File: src/rtl/lsu_pkg.sv
// Shared types and constants for the load/store unit slice.
package lsu_pkg;

  typedef enum logic [1:0] {
    IDLE = 2'd0,
    BUS  = 2'd1,
    DONE = 2'd2
  } lsu_state_t;

  localparam logic MEM_SIZE_BYTE = 1'b0;
  localparam logic MEM_SIZE_WORD = 1'b1;

  typedef enum logic [3:0] {
    ALU_ADD  = 4'd0,
    ALU_SUB  = 4'd1,
    ALU_AND  = 4'd2,
    ALU_OR   = 4'd3,
    ALU_XOR  = 4'd4,
    ALU_SLT  = 4'd5,
    ALU_SLL  = 4'd6,
    ALU_SRL  = 4'd7
  } alu_ops_t;

endpackage

File: src/rtl/lsu_byte_lane.sv
// Byte-lane steering for the LSU: byte enables, replicated store data and
// sign-extended byte load data.
module lsu_byte_lane
  import lsu_pkg::*;
(
  input  logic [1:0]  addr,
  input  logic        size,
  input  logic [31:0] wdata,
  input  logic [31:0] bus_rdata,
  output logic [3:0]  sel,
  output logic [31:0] dat_o,
  output logic [31:0] rdata_ext
);

  logic [7:0] lane;

  always_comb begin
    unique case (addr)
      2'd0:    lane = bus_rdata[7:0];
      2'd1:    lane = bus_rdata[15:8];
      2'd2:    lane = bus_rdata[23:16];
      default: lane = bus_rdata[31:24];
    endcase

    if (size == MEM_SIZE_WORD) begin
      sel       = 4'hF;
      dat_o     = wdata;
      rdata_ext = bus_rdata;
    end else begin
      sel       = 4'b0001 << addr;
      dat_o     = {4{wdata[7:0]}};
      rdata_ext = {{24{lane[7]}}, lane};
    end
  end

endmodule

File: src/rtl/lsu_bus_master.sv
// Executes one load/store as a single Wishbone classic cycle with ack timeout.
// Optional: LSU_MISALIGN_CHECK_EN rejects word accesses with addr[1:0] != 0.
module lsu_bus_master #(
  parameter int unsigned BUS_TIMEOUT = 255
) (
  input  logic        clk,
  input  logic        reset,
  input  logic        req_valid,
  output logic        req_ready,
  input  logic        MemRead,
  input  logic        MemWrite,
  input  logic        MemSize,
  input  logic [31:0] req_addr,
  input  logic [31:0] req_wdata,
  output logic        rsp_valid,
  output logic [31:0] rsp_rdata,
  output logic        rsp_err,
  output logic        wb_cyc_o,
  output logic        wb_stb_o,
  output logic        wb_we_o,
  output logic [31:0] wb_adr_o,
  output logic [31:0] wb_dat_o,
  output logic [3:0]  wb_sel_o,
  input  logic        wb_ack_i,
  input  logic [31:0] wb_dat_i
);

  import lsu_pkg::*;

  localparam int unsigned TW = (BUS_TIMEOUT > 1) ? $clog2(BUS_TIMEOUT + 1) : 1;

  lsu_state_t  state_q, state_d;
  logic [TW-1:0] tmo_cnt;
  logic        load_q;
  logic        size_q;
  logic [1:0]  addr_lo_q;
  logic        err_q;
  logic [31:0] rdata_q;

  logic        accept, illegal, noop, misalign, bypass, tmo_hit;
  logic [1:0]  lane_addr;
  logic        lane_size;
  logic [3:0]  lane_sel;
  logic [31:0] lane_dat;
  logic [31:0] lane_rdata;

  // Steering uses the live request while idle and the latched fields once on the bus.
  assign lane_addr = (state_q == IDLE) ? req_addr[1:0] : addr_lo_q;
  assign lane_size = (state_q == IDLE) ? MemSize : size_q;

  lsu_byte_lane u_lane (
    .addr      (lane_addr),
    .size      (lane_size),
    .wdata     (req_wdata),
    .bus_rdata (wb_dat_i),
    .sel       (lane_sel),
    .dat_o     (lane_dat),
    .rdata_ext (lane_rdata)
  );

  assign req_ready = (state_q == IDLE) && !reset;
  assign rsp_valid = (state_q == DONE);
  assign rsp_rdata = rdata_q;
  assign rsp_err   = err_q;
  assign wb_stb_o  = wb_cyc_o;

  always_comb begin
    accept  = req_valid && req_ready;
    illegal = MemRead && MemWrite;
    noop    = !MemRead && !MemWrite;
`ifdef LSU_MISALIGN_CHECK_EN
    misalign = (MemSize == MEM_SIZE_WORD) && (req_addr[1:0] != 2'b00);
`else
    misalign = 1'b0;
`endif
    bypass  = illegal || noop || misalign;
    // Counter holds the number of elapsed non-ack cycles; abort on the last allowed one.
    tmo_hit = (BUS_TIMEOUT != 0) && (tmo_cnt == TW'(BUS_TIMEOUT - 1));

    state_d = state_q;
    unique case (state_q)
      IDLE:    if (accept) state_d = bypass ? DONE : BUS;
      BUS:     if (wb_ack_i || tmo_hit) state_d = DONE;
      DONE:    state_d = IDLE;
      default: state_d = IDLE;
    endcase
  end

  always_ff @(posedge clk or posedge reset) begin
    if (reset) state_q <= IDLE;
    else       state_q <= state_d;
  end

  always_ff @(posedge clk or posedge reset) begin
    if (reset) begin
      tmo_cnt   <= '0;
      load_q    <= 1'b0;
      size_q    <= 1'b0;
      addr_lo_q <= '0;
      err_q     <= 1'b0;
      rdata_q   <= '0;
      wb_cyc_o  <= 1'b0;
      wb_we_o   <= 1'b0;
      wb_adr_o  <= '0;
      wb_dat_o  <= '0;
      wb_sel_o  <= '0;
    end else begin
      unique case (state_q)
        IDLE: begin
          if (accept) begin
            tmo_cnt   <= '0;
            load_q    <= MemRead;
            size_q    <= MemSize;
            addr_lo_q <= req_addr[1:0];
            err_q     <= illegal || misalign;
            rdata_q   <= '0;
            if (!bypass) begin
              wb_cyc_o <= 1'b1;
              wb_we_o  <= MemWrite;
              wb_adr_o <= {req_addr[31:2], 2'b00};
              wb_dat_o <= lane_dat;
              wb_sel_o <= lane_sel;
            end
          end
        end
        BUS: begin
          if (wb_ack_i || tmo_hit) begin
            wb_cyc_o <= 1'b0;
            wb_we_o  <= 1'b0;
            wb_adr_o <= '0;
            wb_dat_o <= '0;
            wb_sel_o <= '0;
            if (wb_ack_i) rdata_q <= load_q ? lane_rdata : '0;
            else          err_q   <= 1'b1;
          end else begin
            tmo_cnt <= tmo_cnt + TW'(1);
          end
        end
        DONE: begin
          err_q   <= 1'b0;
          rdata_q <= '0;
        end
        default: ;
      endcase
    end
  end

endmodule

File: config.mk
export PLATFORM = sky130hd
export DESIGN_NAME = lsu_bus_master
export DESIGN_NICKNAME = d
export VERILOG_FILES = /design/src/rtl/lsu_pkg.sv /design/src/rtl/lsu_byte_lane.sv /design/src/rtl/lsu_bus_master.sv
export SDC_FILE = /design/constraint.sdc
export NUM_CORES = 1
export LEC_CHECK = 0
export CORE_MARGIN = 1
export CORE_UTILIZATION = 50
export CTS_CLUSTER_SIZE = 30
export DETAILED_ROUTE_END_ITERATION = 8
export DONT_BUFFER_PORTS = 1
export PLACE_DENSITY = 0.71
export SLEW_MARGIN = 20
export SYNTH_ARGS = -nofsm -noshare
export SYNTH_HDL_FRONTEND = slang
export SYNTH_HIERARCHICAL = 1
export SYNTH_SLANG_ARGS = --single-unit
File: constraint.sdc
create_clock -name clk -period 8.8 [get_ports clk]
set_clock_uncertainty 0.15 [all_clocks]
set_input_delay 0.44 -clock clk [delete_from_list [all_inputs] [get_ports clk]]
set_output_delay 0.44 -clock clk [all_outputs]
set_load 0.02 [all_outputs]
After elaboration in Yosys (flattened, before gate mapping)
Cells that the tools add are included.

word-level totals
  input port bits = 103
  flip-flop bits (word level) = 117
  logic and storage cells = 84

operators by class
  equal/unequal tests = 11
  add/sub/neg operators = 1
  shift-type cells = 1
  reductions and logical operators = 19
  mux-type cells = 40

operators with widths
  cell                                                 number
  2-to-1 mux 32 bit                                    11
  case mux 32 bit (2 select lines)                     2
  case mux 32 bit (3 select lines)                     1
  case mux 8 bit (3 select lines)                      1
  2-to-1 mux 4 bit                                     4
  2-to-1 mux 8 bit                                     2
  case mux 8 bit (2 select lines)                      1
  inequality test 2 bit, second input constant         6
  AND reduction 4 bit                                  3
  2-to-1 mux 1 bit                                     9
  adder 8 x 1 -> 8 bit, second input constant          1
  equality test 8 bit, second input constant           1
  2-to-1 mux 2 bit                                     4
  case mux 4 bit (2 select lines)                      1
  equality test 2 x 1 -> 1 bit, second input constant  2
  equality test 2 bit, second input constant           2
  logical AND 1 bit                                    4
  zero test 2 bit                                      2
  case mux 1 bit (2 select lines)                      2
  case mux 2 bit (2 select lines)                      1
  AND reduction 2 bit                                  2
  << shifter 1 x 2 -> 4 bit, first input constant      1
  zero test 1 bit                                      3
  case mux 1 bit (3 select lines)                      1
  4 further kinds                                      5

Logic depth before layout (Yosys ltp)
  depth after elaboration = 9
  mapped depth = 11

Modules after synthesis
Netlist, hierarchy kept.

by module, submodules not included
  module          times used  sequential area each (µm²)  area an instance (µm²)  cells an instance
  lsu_bus_master  1           2877.8                      4660.7                  396
  lsu_byte_lane   1           0.0                         882.1                   146

Least setup slack after synthesis
OpenSTA, ideal clock, no wires.

  path type = reg2reg
  start point = reg state_q[0]
  end point = reg rdata_q[11], in the netlist rsp_rdata[11]
  arrival = 2.110 ns
  cell stages (with the launch flop) = 12
  setup slack = 6.463 ns
  path through = dfrtp_1 -> inv_1 -> ha_1 -> buf_2 -> mux2_2 -> buf_2 -> or2_1 -> o22ai_2 -> buf_6 -> a21o_1 -> nand2_1 -> o21ai_1

RTL lines
  element                           RTL line               RTL
  start, declared                   lsu_bus_master.sv:32   lsu_state_t state_q, state_d;
  start signal, assigned            lsu_bus_master.sv:91   else state_q <= state_d;
  zero test 2 bit                   lsu_bus_master.sv:49   assign lane_size = (state_q == IDLE) ? MemSize : size_q;
  2-to-1 mux 1 bit                  lsu_bus_master.sv:49
  via lane_size                     lsu_bus_master.sv:42   logic lane_size;
  2-to-1 mux 32 bit                 lsu_byte_lane.sv:25    if (size == MEM_SIZE_WORD) begin
  via lane_rdata[11]                lsu_bus_master.sv:45   logic [31:0] lane_rdata;
  2-to-1 mux 32 bit (2 in a row)    lsu_bus_master.sv:133  if (wb_ack_i) rdata_q <= load_q ? lane_rdata : '0;
  2-to-1 mux 32 bit                 lsu_bus_master.sv:127  if (wb_ack_i || tmo_hit) begin
  case mux 32 bit (3 select lines)  lsu_bus_master.sv:108  unique case (state_q)
  end signal, assigned              lsu_bus_master.sv:133
  end, declared                     lsu_bus_master.sv:38   logic [31:0] rdata_q;

The timed path passes the listed nets, and every way through them passes these cells. The select of a mux whose other input is x is not followed.
A chain may end at the register's enable or synchronous reset.

Final worst setup path
  start point = reg state_q[1]
  end point = reg rdata_q[15], in the netlist rsp_rdata[15]

Same word-level chain as after synthesis.

==> key figures <==
Hold path
  – Worst min-delay path category: primary input to flip-flop

Critical path
  – Type of destination of the critical path: flip-flop
  – Critical path arrival: 3.61 ns
  – Required time at the endpoint of the critical path: 9.09 ns
  – Internal reg-to-reg setup slack: 5.48 ns
  – Setup Crit Path Kind: flip-flop to flip-flop
  – Crit-path max cell delay: 0.80 ns
  – CP max FO: 70
  – Ordered list of cells on the worst path: inv_1 -> ha_1 -> mux2_2 -> buf_4 -> nand2b_1 -> o22ai_2 -> a21o_1 -> nand2_1 -> o21ai_1
  – Standard cell with the maximum stage delay on the critical path: o22ai_2
  – Kind of launch point of the worst setup path: flip-flop

Logic synthesis
  – Proportion of synthesized chip area in sequential cells: 0.519
  – Primary flip-flop cell chosen by synthesis mapping: dfrtp_1
  – Synth Warn #: 6
  – Share of synthesized area spent on multiplexers: 0.0366
  – Average instance area after synthesis: 10.2 µm²
  – Total standard cell area after synthesis: 0.00554 mm²
  – Area fraction in compound gates after synthesis: 0.232
  – Area share of xor/xnor cells in the synthesized design: 0
  – Post-synth EDFFs: 0
  – Adder-cell share of the synthesized area: 0.0158
  – Synthesized netlist cell count: 542
  – Post-synthesis cell type count: 48
  – Seq cells post-synth: 115
  – Simple-gate portion of the synthesized area: 0.134
  – FFs w/ async S/R, synth: 1.00
  – Dominant combinational cell family by area after synthesis: compound AO/OA/AOI/OAI gates

Floorplan
  – Core box area: 0.0108 mm²
  – Vertical die dimension: 107 µm
  – Die width: 107 µm
  – Initial core utilization: 0.511
  – Rows: 38
  – Die area: 0.0115 mm²
  – Ports: 209

Layout
  – Fill cell instance count of the final layout: 858
  – Most frequent cells in the layout: 119 x nand2_1, 115 x dfrtp_1, 67 x a22o_1
  – Count of non-filler cells in the finished layout: 730
  – Leading cell type in the layout, fill and taps excluded: nand2_1
  – Diode insertion count for antenna repair: 0
  – Post-layout net count: 688
  – Final standard cell utilization of the core: 0.623
  – Area added between synthesis and finish: 21.9%
  – Share of cells above drive strength 1: 0.0898

Placed design
  – Port buffer count: 0
  – Post-detail-place hpwl: 9060 µm
  – Number of placed instances, taps included: 633
  – RD Place Congestion: 0.813

Global route
  – Vias in the first global route: 4338
  – First-pass GRT wire length: 22300 µm
  – Antenna violations before repair: 0
  – Global routing met2 resource utilization: 0.389
  – Met1 global-route usage: 0.319
  – Overflow left after global routing: 0
  – Met3 GRT Util: 0.0914
  – All-Layer GR Usage: 0.257
  – GRT busiest layer: met2
  – Maximum number of pins on one net before global-route repair: 82

Power and ir drop
  – Fraction of power spent switching nets: 0.410
  – Peak supply drop: 0.000195 V
  – Sw Pwr: 1.09 mW
  – Power density cells: 393 mW/mm²
  – LEAKAGE: 3.28 nW
  – Clock network fraction of total power: 0.277
  – Internal power: 1.57 mW
  – Logic pwr share: 0.330
  – Part of the total power dissipated in sequential elements: 0.393

Routing
  – Per-cell via count in the routed design: 5.89
  – Antenna-violating nets left: 0
  – Pre-antenna DRT Iters: 4
  – Final wirelength: 14500 µm
  – Vias: 4297
  – DRC marker count from the first detailed-route iteration: 290
  – Average wire per standard cell: 19.8 µm
  – Post-detailed-route DRC marker count: 0

STA
  – Final critical-path required period: 3.32 ns
  – Slew Limit Fails: 0
  – Final setup fails: 0
  – Final clock period utilization by the worst path: 0.377
  – Final total negative setup slack: 0 ns
  – Headroom to the max-slew limit: 0.337
  – RSZ-0062 raised after global routing: no
  – Number of endpoints with negative hold slack in the final report: 0
  – Peak clock frequency supported by timing: 301 MHz
  – Measured slew at the worst slew-check pin: 0.995 ns

Status
  – Run status: complete, no violations

Clock tree
  – Post-CTS setup buffers: 0
  – Clk buf depth: 2
  – Clock transition at the register clock pins on the worst setup and hold paths after CTS: 0.05 ns
  – Count of hold-fix buffers inserted at cts: 66
  – Post-cts gate resize count: 0
  – Clock latency of the later-clocked register in the worst-skew pair: 0.53 ns
  – Cell at the root of the clock tree: clkbuf_8
  – Max H-tree Level: 4
  – Clock buffers created by TritonCTS: 17
  – Clock tree from TritonCTS: built
  – Clock Sinks: 115

Flow run
  – Count of maximum capacitance violations: 0
## sequential cells by signal, summed over array words and instances (netlist names), 2 cells and up
signal and flops:
rsp_rdata 32, wb_dat_o 32, wb_adr_o 30, tmo_cnt 8
wb_sel_o 4, addr_lo_q 2, state_q 2
## synthesized netlist by cell type, types with 8 or more instances
| cell | n | area (µm²) |
|---|---|---|
| a21o_1 | 26 | 195 |
| a21oi_1 | 10 | 50.1 |
| a22o_1 | 67 | 587 |
| buf_2 | 17 | 85.1 |
| buf_4 | 15 | 113 |
| clkbuf_1 | 18 | 67.6 |
| dfrtp_1 | 115 | 2880 |
| mux2_2 | 8 | 90.1 |
| mux2i_1 | 9 | 90.1 |
| nand2_1 | 119 | 447 |
| nand2b_1 | 10 | 62.6 |
| o21ai_1 | 33 | 165 |
## worst max-delay path: cells and delay by family (launching register included)
kind | cells | cell delay (ns)
AOI/OAI and AO/OA | 3 | 1.09
buffers and inverters | 2 | 0.42
DFF | 1 | 0.42
adders and majority gates | 1 | 0.42
muxes | 1 | 0.39
and+or+nand+nor | 2 | 0.30
## kinds of logic (layout without fill, tap and decap cells)
kind of cell,count (synthesis),after routing
other,1,2
AO/OA/AOI/OAI,170,170
buffers and inverters,63,110
AND/OR/NAND/NOR,167,167
adder cells (fa/ha/maj),7,7
multiplexers,19,19
flip-flops,115,115
## power groups by stage
| stage | Combinational, mW | Clock, mW | Sequential [mW] |
|---|---|---|---|
| final | 0.876 | 0.734 | 1.04 |
| after global routing | 0.968 | 0.770 | 1.06 |
| after CTS | 0.868 | 0.746 | 1.04 |
| after detailed placement | 0.835 | 0 | 1.04 |
| after global placement | 0.806 | 0 | 1.04 |
| after floorplan | 0.746 | 0 | 0.994 |
## stage by stage
| stage | hold WS, ns | power (mW) | worst slack, ns | area [µm²] |
|---|---|---|---|---|
| after floorplan | 0.321 | 1.74 | 5.17 | 5550 |
| after global placement | 0.194 | 1.84 | 5.63 | 5460 |
| after detailed placement | 0.203 | 1.88 | 5.49 | 5460 |
| after CTS | 0.00382 | 2.65 | 5.48 | 6750 |
| after global routing | 0.00320 | 2.80 | 5.22 | 6760 |
| final | 0.0259 | 2.65 | 5.48 | 6760 |
## worst paths after layout
| kind | start | to | depth (start not counted) |
|---|---|---|---|
| worst max-delay path | state_q[1] | rsp_rdata[15] | 9 |
| worst min-delay path | req_wdata[23] | wb_dat_o[23] | 3 |
| worst max register to register | state_q[1] | rsp_rdata[15] | 9 |
| worst min register to register | addr_lo_q[1] | addr_lo_q[1] | 1 |
| max in group asynchronous | reset | wb_adr_o[23] | 3 |
| min in group asynchronous | reset | load_q | 2 |
## routing by layer
layer,routed length [µm],up-vias
met5,0,-
met3,1210,44
met2,6790,182
li1,-,1979
met1,5990,2092
met4,485,0
## area by class of cell
cell class                      instances  area, µm²  share of cell area
Clock buffer                           21        449              0.0665
Clock inverter                         10        180              0.0267
Inverter                                9       36.3             0.00537
Multi-Input combinational cell        365       2340               0.347
Sequential cell                       115       2880               0.426
Tap cell                              140        175              0.0259
Timing Repair Buffer                   70        694               0.103
Note: power is estimated with default switching activity, not from simulation.
